`src/rtl/multicycle_ctrl_if.sv`:
```
// Control/status bundle between the multicycle RV32I controller and its
// datapath. The controller side is the master: it drives every control
// select and enable. The datapath side is the slave: it returns the
// instruction register, memory handshake and ALU flags.
interface multicycle_ctrl_if #(parameter int WORD_SIZE = 32);
  logic [31:0]          instr;
  logic                 mem_ready;
  logic                 alu_zero;
  logic [WORD_SIZE-1:0] alu_result;
  logic [3:0]           alu_op;
  logic [1:0]           alu_src_a;
  logic [1:0]           alu_src_b;
  logic                 pc_write;
  logic                 pc_sel;
  logic                 target_write;
  logic                 ir_write;
  logic                 mem_req;
  logic                 mem_we;
  logic                 mem_addr_sel;
  logic                 reg_write;
  logic [1:0]           wb_sel;
  logic                 trap;

  modport master (
    input  instr, mem_ready, alu_zero, alu_result,
    output alu_op, alu_src_a, alu_src_b, pc_write, pc_sel, target_write,
           ir_write, mem_req, mem_we, mem_addr_sel, reg_write, wb_sel, trap
  );

  modport slave (
    output instr, mem_ready, alu_zero, alu_result,
    input  alu_op, alu_src_a, alu_src_b, pc_write, pc_sel, target_write,
           ir_write, mem_req, mem_we, mem_addr_sel, reg_write, wb_sel, trap
  );
endinterface

```
`src/rtl/multicycle_ctrl.sv`:
```
// Multicycle RV32I control FSM. One instruction in flight; all outputs are
// combinational from state and instruction, and forced low while rst is high.
// Optional feature macro: MULTICYCLE_CTRL_TRAP_EN -- illegal instructions park
// the FSM in TRAP (trap=1) until reset. Without it they retire as NOPs.
//
// state  | meaning
// FETCH  | request instruction at PC, compute PC+4; on mem_ready load IR and PC
// DECODE | compute OLDPC+IMM into TARGET, classify opcode
// EXEC   | ALU operation / branch resolve / jump
// MEM    | load or store at ALU-out address, wait for mem_ready
// WB     | register-file write of ALU-out or memory data
// TRAP   | illegal instruction, held until reset (TRAP_EN builds only)
module multicycle_ctrl #(
  parameter int WORD_SIZE = 32
) (
  input  logic               clk,
  input  logic               rst,
  multicycle_ctrl_if.master  bus
);

  localparam logic [3:0] OP_AND = 4'd0, OP_OR = 4'd1, OP_XOR = 4'd2, OP_SLL = 4'd3,
                         OP_SRL = 4'd4, OP_SRA = 4'd5, OP_ADD = 4'd6, OP_SUB = 4'd7,
                         OP_SLT = 4'd8, OP_SLTU = 4'd9;
  localparam logic [1:0] A_PC = 2'd0, A_OLDPC = 2'd1, A_RS1 = 2'd2, A_ZERO = 2'd3;
  localparam logic [1:0] B_RS2 = 2'd0, B_IMM = 2'd1, B_CONST4 = 2'd2;
  localparam logic [1:0] WB_ALU = 2'd0, WB_MEM = 2'd1, WB_LINK = 2'd2;
  localparam logic [6:0] OPC_R = 7'b0110011, OPC_I = 7'b0010011, OPC_LD = 7'b0000011,
                         OPC_ST = 7'b0100011, OPC_BR = 7'b1100011, OPC_JAL = 7'b1101111,
                         OPC_JALR = 7'b1100111, OPC_LUI = 7'b0110111, OPC_AUIPC = 7'b0010111;

`ifdef MULTICYCLE_CTRL_TRAP_EN
  typedef enum logic [2:0] {
    ST_FETCH = 3'd0, ST_DECODE = 3'd1, ST_EXEC = 3'd2, ST_MEM = 3'd3, ST_WB = 3'd4, ST_TRAP = 3'd5
  } state_t;
`else
  typedef enum logic [2:0] {
    ST_FETCH = 3'd0, ST_DECODE = 3'd1, ST_EXEC = 3'd2, ST_MEM = 3'd3, ST_WB = 3'd4
  } state_t;
`endif

  state_t      state, state_nxt;
  logic [6:0]  opcode;
  logic [2:0]  funct3;
  logic        alt;
  logic        legal;
  logic        br_cond;
  logic        br_taken;
  logic        unused_bits;

  assign opcode = bus.instr[6:0];
  assign funct3 = bus.instr[14:12];
  assign alt    = bus.instr[30];
  // Only bit 0 of the ALU result matters (SLT/SLTU branch outcome).
  assign unused_bits = ^{bus.alu_result[WORD_SIZE-1:1], bus.instr};

  function automatic logic [3:0] alu_map(input logic [2:0] f3, input logic sub_sra);
    case (f3)
      3'b000:  alu_map = sub_sra ? OP_SUB : OP_ADD;
      3'b001:  alu_map = OP_SLL;
      3'b010:  alu_map = OP_SLT;
      3'b011:  alu_map = OP_SLTU;
      3'b100:  alu_map = OP_XOR;
      3'b101:  alu_map = sub_sra ? OP_SRA : OP_SRL;
      3'b110:  alu_map = OP_OR;
      default: alu_map = OP_AND;
    endcase
  endfunction

  // Opcode legality; TRAP builds also reject R-type funct7 other than 0/0x20.
  always_comb begin
    legal = 1'b0;
    case (opcode)
      OPC_I, OPC_LD, OPC_ST, OPC_BR, OPC_JAL, OPC_JALR, OPC_LUI, OPC_AUIPC: legal = 1'b1;
`ifdef MULTICYCLE_CTRL_TRAP_EN
      OPC_R: legal = (bus.instr[31:25] == 7'h00) || (bus.instr[31:25] == 7'h20);
`else
      OPC_R: legal = 1'b1;
`endif
      default: legal = 1'b0;
    endcase
  end

  // Branch outcome: BEQ/BNE on zero flag, the rest on result[0]; funct3[0] inverts.
  always_comb begin
    br_cond  = funct3[2] ? bus.alu_result[0] : bus.alu_zero;
    br_taken = (funct3[2:1] != 2'b01) && (br_cond ^ funct3[0]);
  end

  // State register.
  always_ff @(posedge clk) begin
    if (rst) state <= ST_FETCH;
    else     state <= state_nxt;
  end

  // Next-state and control outputs.
  always_comb begin
    state_nxt        = state;
    bus.alu_op       = OP_AND;
    bus.alu_src_a    = A_PC;
    bus.alu_src_b    = B_RS2;
    bus.pc_write     = 1'b0;
    bus.pc_sel       = 1'b0;
    bus.target_write = 1'b0;
    bus.ir_write     = 1'b0;
    bus.mem_req      = 1'b0;
    bus.mem_we       = 1'b0;
    bus.mem_addr_sel = 1'b0;
    bus.reg_write    = 1'b0;
    bus.wb_sel       = WB_ALU;
    bus.trap         = 1'b0;
    if (rst) begin
      state_nxt = ST_FETCH;
    end else begin
      case (state)
        ST_FETCH: begin
          bus.mem_req   = 1'b1;
          bus.alu_op    = OP_ADD;
          bus.alu_src_a = A_PC;
          bus.alu_src_b = B_CONST4;
          if (bus.mem_ready) begin
            bus.ir_write = 1'b1;
            bus.pc_write = 1'b1;
            state_nxt    = ST_DECODE;
          end
        end
        ST_DECODE: begin
          bus.alu_op       = OP_ADD;
          bus.alu_src_a    = A_OLDPC;
          bus.alu_src_b    = B_IMM;
          bus.target_write = 1'b1;
`ifdef MULTICYCLE_CTRL_TRAP_EN
          state_nxt = legal ? ST_EXEC : ST_TRAP;
`else
          state_nxt = legal ? ST_EXEC : ST_FETCH;
`endif
        end
        ST_EXEC: begin
          state_nxt = ST_FETCH;
          case (opcode)
            OPC_R: begin
              bus.alu_op    = alu_map(funct3, alt);
              bus.alu_src_a = A_RS1;
              bus.alu_src_b = B_RS2;
              state_nxt     = ST_WB;
            end
            OPC_I: begin
              bus.alu_op    = alu_map(funct3, alt && (funct3 == 3'b101));
              bus.alu_src_a = A_RS1;
              bus.alu_src_b = B_IMM;
              state_nxt     = ST_WB;
            end
            OPC_LD, OPC_ST: begin
              bus.alu_op    = OP_ADD;
              bus.alu_src_a = A_RS1;
              bus.alu_src_b = B_IMM;
              state_nxt     = ST_MEM;
            end
            OPC_BR: begin
              bus.alu_op    = !funct3[2] ? OP_SUB : (funct3[1] ? OP_SLTU : OP_SLT);
              bus.alu_src_a = A_RS1;
              bus.alu_src_b = B_RS2;
              bus.pc_write  = br_taken;
              bus.pc_sel    = br_taken;
            end
            OPC_JAL: begin
              bus.pc_write  = 1'b1;
              bus.pc_sel    = 1'b1;
              bus.reg_write = 1'b1;
              bus.wb_sel    = WB_LINK;
            end
            OPC_JALR: begin
              bus.alu_op    = OP_ADD;
              bus.alu_src_a = A_RS1;
              bus.alu_src_b = B_IMM;
              bus.pc_write  = 1'b1;
              bus.reg_write = 1'b1;
              bus.wb_sel    = WB_LINK;
            end
            OPC_LUI: begin
              bus.alu_op    = OP_ADD;
              bus.alu_src_a = A_ZERO;
              bus.alu_src_b = B_IMM;
              state_nxt     = ST_WB;
            end
            OPC_AUIPC: begin
              bus.alu_op    = OP_ADD;
              bus.alu_src_a = A_OLDPC;
              bus.alu_src_b = B_IMM;
              state_nxt     = ST_WB;
            end
            default: state_nxt = ST_FETCH;
          endcase
        end
        ST_MEM: begin
          bus.mem_req      = 1'b1;
          bus.mem_addr_sel = 1'b1;
          bus.mem_we       = (opcode == OPC_ST);
          if (bus.mem_ready) state_nxt = (opcode == OPC_ST) ? ST_FETCH : ST_WB;
        end
        ST_WB: begin
          bus.reg_write = 1'b1;
          bus.wb_sel    = (opcode == OPC_LD) ? WB_MEM : WB_ALU;
          state_nxt     = ST_FETCH;
        end
`ifdef MULTICYCLE_CTRL_TRAP_EN
        ST_TRAP: begin
          bus.trap = 1'b1;
        end
`endif
        default: state_nxt = ST_FETCH;
      endcase
    end
  end

endmodule
```
`src/flat_wrapper.sv`:
```
// flat-port wrapper written by rule: the top's interface ports become plain ports
module multicycle_ctrl_flat 
#(
  parameter int WORD_SIZE = 32
)
  (clk, rst, bus_instr, bus_mem_ready, bus_alu_zero, bus_alu_result, bus_alu_op, bus_alu_src_a, bus_alu_src_b, bus_pc_write, bus_pc_sel, bus_target_write, bus_ir_write, bus_mem_req, bus_mem_we, bus_mem_addr_sel, bus_reg_write, bus_wb_sel, bus_trap);
  multicycle_ctrl_if #(.WORD_SIZE(WORD_SIZE)) bus_i ();
  input  logic clk;
  input  logic rst;
  input wire logic [$bits(bus_i.instr)-1:0] bus_instr;
  input wire logic [$bits(bus_i.mem_ready)-1:0] bus_mem_ready;
  input wire logic [$bits(bus_i.alu_zero)-1:0] bus_alu_zero;
  input wire logic [$bits(bus_i.alu_result)-1:0] bus_alu_result;
  output wire logic [$bits(bus_i.alu_op)-1:0] bus_alu_op;
  output wire logic [$bits(bus_i.alu_src_a)-1:0] bus_alu_src_a;
  output wire logic [$bits(bus_i.alu_src_b)-1:0] bus_alu_src_b;
  output wire logic [$bits(bus_i.pc_write)-1:0] bus_pc_write;
  output wire logic [$bits(bus_i.pc_sel)-1:0] bus_pc_sel;
  output wire logic [$bits(bus_i.target_write)-1:0] bus_target_write;
  output wire logic [$bits(bus_i.ir_write)-1:0] bus_ir_write;
  output wire logic [$bits(bus_i.mem_req)-1:0] bus_mem_req;
  output wire logic [$bits(bus_i.mem_we)-1:0] bus_mem_we;
  output wire logic [$bits(bus_i.mem_addr_sel)-1:0] bus_mem_addr_sel;
  output wire logic [$bits(bus_i.reg_write)-1:0] bus_reg_write;
  output wire logic [$bits(bus_i.wb_sel)-1:0] bus_wb_sel;
  output wire logic [$bits(bus_i.trap)-1:0] bus_trap;
  assign bus_i.instr = bus_instr;
  assign bus_i.mem_ready = bus_mem_ready;
  assign bus_i.alu_zero = bus_alu_zero;
  assign bus_i.alu_result = bus_alu_result;
  assign bus_alu_op = bus_i.alu_op;
  assign bus_alu_src_a = bus_i.alu_src_a;
  assign bus_alu_src_b = bus_i.alu_src_b;
  assign bus_pc_write = bus_i.pc_write;
  assign bus_pc_sel = bus_i.pc_sel;
  assign bus_target_write = bus_i.target_write;
  assign bus_ir_write = bus_i.ir_write;
  assign bus_mem_req = bus_i.mem_req;
  assign bus_mem_we = bus_i.mem_we;
  assign bus_mem_addr_sel = bus_i.mem_addr_sel;
  assign bus_reg_write = bus_i.reg_write;
  assign bus_wb_sel = bus_i.wb_sel;
  assign bus_trap = bus_i.trap;
  multicycle_ctrl #(.WORD_SIZE(WORD_SIZE)) u_core (.clk(clk), .rst(rst), .bus(bus_i));
endmodule
```
`config.mk`:
```
export PLATFORM = sky130hd
export DESIGN_NAME = multicycle_ctrl_flat
export DESIGN_NICKNAME = d
export VERILOG_FILES = /design/src/rtl/multicycle_ctrl_if.sv /design/src/rtl/multicycle_ctrl.sv /design/src/flat_wrapper.sv
export SDC_FILE = /design/constraint.sdc
export NUM_CORES = 1
export LEC_CHECK = 0
export ABC_AREA = 1
export BUFFER_PORTS_ARGS = -buffer_cell sky130_fd_sc_hd__buf_2
export CORE_UTILIZATION = 35
export DETAILED_ROUTE_END_ITERATION = 7
export PLACE_DENSITY = 0.86
export RECOVER_POWER = 100
export SYNTH_ARGS = -nofsm -noshare
export SYNTH_HDL_FRONTEND = slang
export SYNTH_SLANG_ARGS = --single-unit
```
`constraint.sdc`:
```
create_clock -name clk -period 2.81 [get_ports clk]
set_input_delay 0.562 -clock clk [delete_from_list [all_inputs] [get_ports clk]]
set_output_delay 0.562 -clock clk [all_outputs]
set_load 0.02 [all_outputs]
```
* Word level (Yosys, flattened, before mapping)
Cells that the tools add are included.
** Cells by class
- Add/subtract/negate cells :: 0
- Multiply operators :: 0
- Divide/modulo/power cells :: 0
- $lt $le $gt $ge :: 0
- Eq/ne operators :: 22
- Shift operators :: 0
- Muxes and demuxes :: 49
- Bitwise operators :: 1
- Reduce and logical (&&, ||, !) cells :: 14
** Operator list (number)
- $pmux 4 s7 :: 2
- $mux 1 :: 25
- $eq 7x6->1 const B :: 3
- $eq 7x7->1 const B :: 3
- $pmux 4 s4 :: 1
- $eq 7x5->1 const B :: 2
- $eq 3x2->1 const B :: 4
- $eq 3x3->1 const B :: 4
- $pmux 2 s3 :: 2
- $pmux 3 s4 :: 1
- $reduce_or 6->1 :: 2
- $mux 2 :: 5
- $mux 3 :: 3
- $reduce_or 9->1 :: 1
- $mux 4 :: 2
- $pmux 1 s2 :: 4
- $pmux 2 s2 :: 2
- $pmux 4 s2 :: 1
- $reduce_or 2->1 :: 4
- $eq 7x2->1 const B :: 1
- $eq 3x1->1 const B :: 2
- $logic_not 3->1 :: 2
- $pmux 3 s2 :: 1
- $reduce_or 5->1 :: 1
- 6 further kinds :: 8
** Word-level totals
- Flip-flop bits (word level) :: 3
- Bits in latches :: 0
- Memory bits (writable) :: 0
- ROM bits :: 0
- Memories :: 0

* Depth between registers and ports, before layout
- Word-level depth :: 7
- Depth in mapped cells :: 11
- Depth with buffers taken out :: 11

* Worst setup path before layout
Ideal clock, no wire load.
- Path kind :: in2out
- Start :: input port rst
- End :: output port bus_reg_write
- Data arrival time :: 1.600 ns
- Slack :: 0.648 ns
- Stages on the path :: 6
- Buffers on the path :: 1
- Cell sequence :: buf_4 > nor2_4 > inv_1 > nor3_4 > inv_1 > o21ai_0
** Between the ends
- Word-level cells in the longest chain between the ends :: 1
** RTL lines
- start, declared :: RTL line flat_wrapper.sv:9 : input logic rst;
- $mux 1 :: RTL line multicycle_ctrl.sv:111 : if (rst) begin
- end, declared :: RTL line flat_wrapper.sv:24 : output wire logic [$bits(bus_i.reg_write)-1:0] bus_reg_write;
Every way passes these cells.

* Worst setup path in the final report
- Start :: input port bus_instr[3]
- End :: output port bus_pc_write
** Between the ends
- Word-level cells in the longest chain between the ends :: 5
** RTL lines
- start, declared :: RTL line flat_wrapper.sv:10 : input wire logic [$bits(bus_i.instr)-1:0] bus_instr;
- $eq 7x7->1 :: RTL line multicycle_ctrl.sv:139 : case (opcode)
- $reduce_or 2->1 (no source line)
- $pmux 1 s2 (*) :: RTL line multicycle_ctrl.sv:139
- $pmux 1 s2 (*) :: RTL line multicycle_ctrl.sv:114 : case (state)
- $mux 1 (*) :: RTL line multicycle_ctrl.sv:111
- end, declared :: RTL line flat_wrapper.sv:17 : output wire logic [$bits(bus_i.pc_write)-1:0] bus_pc_write;
Mark *: on every way between the ends. The rest lies on a longest branch, timed or not.

==> out/qor.yml <==
status: "complete, no violations"
min_path_type: "input pin to flop"
p_clk_share_pct: 37.0
cp-end-kind: "primary output"
fin_skew_ns: 0.000791
routed_wl_um: 1740
ant_nets: 0
setup_slack_ns: 0.420
utilization_pct: 48.1
multi_input_area_um2: 500
cts_hold_buf: 0
grt_max_degree: 10
netSwitchingFraction_pct: 38.6
start_kind: "input pin"
clockBufferDepth: 2
post_cts_resized: 0
place.gp.congestion: 0.852
fmax_mhz: 418
hold_violations: 0
synthMuxAreaShare_pct: 0
numCtsBuffers: 3
finalCritPeriodShare_pct: 85.0
antenna_found_initial: 0
cts-root-buf: "clkbuf_4"
combPwrFrac_pct: 39.6
largest_reg_flops: 3
start_util_pct: 38.9
seq_area_frac_synth_pct: 8.57
fp-row-count: 15
wl_per_cell_um: 9.08
dp_hpwl_um: 1430
core_mm2: 0.00180
rsz0062_at_grt: "no"
nets: 235
grt.overflow.total: 0
drc: 0
grt_pass1_wl_um: 2710
fillers: 203
clk_pin_slew_ns: 0.04
dieHeight_um: 46.7
drt-pass1-iter-count: 4
grtUsageTotal_pct: 16.2
ys_seq_elements: 3
synth_adder_area_share_pct: 0
syn_inst: 132
dp_slack_ns: 0.621
p_total_w: 0.000199
via_count: 903
dieArea_mm2: 0.00218
cp.required_ns: 2.25
drv_slew: 0
grt_pass1_vias: 702
reg_top3: "u_core.state x3"
yosys.area_share.simple_pct: 57.0
min_period_ns: 2.39
syn-cell-area_um2: 701
syn-num-nets: 200
synth_top_family_by_area: "simple AND/OR/NAND/NOR gates"
drv_cap: 0
crit_fanout: 4
syn2layout_area_growth_pct: 23.8
p_leak_nw: 0.512
viasPerCell: 4.73
cts_sinks: 3
htree_num_levels: 1
synth_compound_gate_area_share_pct: 16.4
antennaDiodeCount: 0
path_class: "input pin to primary output"
critical_path_arrival_ns: 1.83
ys_types: 27
postCtsSetupRepairBufs: 0
internal_power_w: 0.000122
seqPwrFrac_pct: 23.4
syn_avg_cell_area_um2: 5.31
drive_gt1_share_pct: 22.3
tns_ns: 0
ios: 87
largest_register: "u_core.state"
setup_viol: 0
ff_latch_area_um2: 60.1
synth_xor_xnor_area_share_pct: 0
drtIter0Drc: 23
ir_worst_vdd_mv: 0.186
p_per_area_mw_per_mm2: 230
ys_warn_count: 0
cts_tree: "built"
die_w_um: 46.7
switchingPower_w: 0.0000770
portBuffers: 33
insertion_delay_ns: 0.22
[layout by cell type (no fill, tap or decap), drive strengths merged]
master	count
a31oi	1
nand3	14
nand2	44
dfxtp	3
nand4	1
inv	26
a21oi	7
and2	1
nor4	1
nor3	3
nor2	16
o211ai	3
buf	20
o2111ai	1
clkbuf	17
o21ai	7
conb	1
[power by group through the flow]
stage | Clock (W) | Sequential (W) | Combinational, W
2_1_floorplan | 0 | 0.0000467 | 0.0000573
3_3_place_gp | 0 | 0.0000472 | 0.0000806
3_5_place_dp | 0 | 0.0000472 | 0.0000821
4_1_cts | 0.0000748 | 0.0000465 | 0.0000824
5_1_grt | 0.0000769 | 0.0000469 | 0.0000890
6_report | 0.0000739 | 0.0000467 | 0.0000789
[per-stage QoR]
| stage | std cells | hold slack, ns | area (um^2) |
|---|---|---|---|
| 2_1_floorplan | 132 | 0.649 | 701 |
| 3_3_place_gp | 187 | 0.736 | 875 |
| 3_5_place_dp | 187 | 0.749 | 875 |
| 4_1_cts | 191 | 0.642 | 901 |
| 5_1_grt | 191 | 0.664 | 867 |
| 6_report | 191 | 0.648 | 867 |
[per-layer routing]
layer	global-route usage (%)	vias up	part of all wire (%)
met5	0	-	0
met3	1.92	0	7.0
met2	25.8	36	41
li1	-	485	-
met1	24.0	382	52
met4	2.29	0	0
[cell families after synthesis]
group                  Yosys count
buffers and inverters           29
AO/OA/AOI/OAI                   19
AND/OR/NAND/NOR                 80
flip-flops                       3
other                            1
[worst max-delay path: stages]
cell	delay (ns)
buf_2	0.12
nor2_2	0.17
nand2_4	0.09
nor2_1	0.24
nand4_2	0.15
nand2_1	0.09
nand2_1	0.06
a21oi_2	0.11
clkbuf_1	0.23
[cell usage after synthesis, drive strengths merged]
cell	n	area, um^2
a21oi	7	38.8
a31oi	1	6.26
and2	1	6.26
buf	3	22.5
conb	1	3.75
dfxtp	3	60.1
inv	26	100
nand2	44	183
nand3	14	85.1
nand4	1	12.5
nor2	16	80.1
nor3	3	26.3
nor4	1	6.26
o2111ai	1	8.76
o211ai	3	22.5
o21ai	7	38.8
[worst paths after layout]
check / start / to / slack, ns / cells after the start
setup / recovery: bus_instr[3] / bus_pc_write / 0.42 / 9
hold / removal: bus_mem_ready / u_core.state[1] / 0.65 / 4
setup reg to reg: u_core.state[2] / u_core.state[2] / 1.67 / 5
hold reg to reg: u_core.state[1] / u_core.state[1] / 0.75 / 5
[area by class of cell]
cell class | count | area share (%)
repair buffers | 33 | 17.2
multi-input cells | 100 | 57.7
inverters | 26 | 11.5
flip-flops and latches | 3 | 6.93
well taps | 25 | 3.61
clock buffers | 4 | 3.03
(Power assumes the default switching activity.)
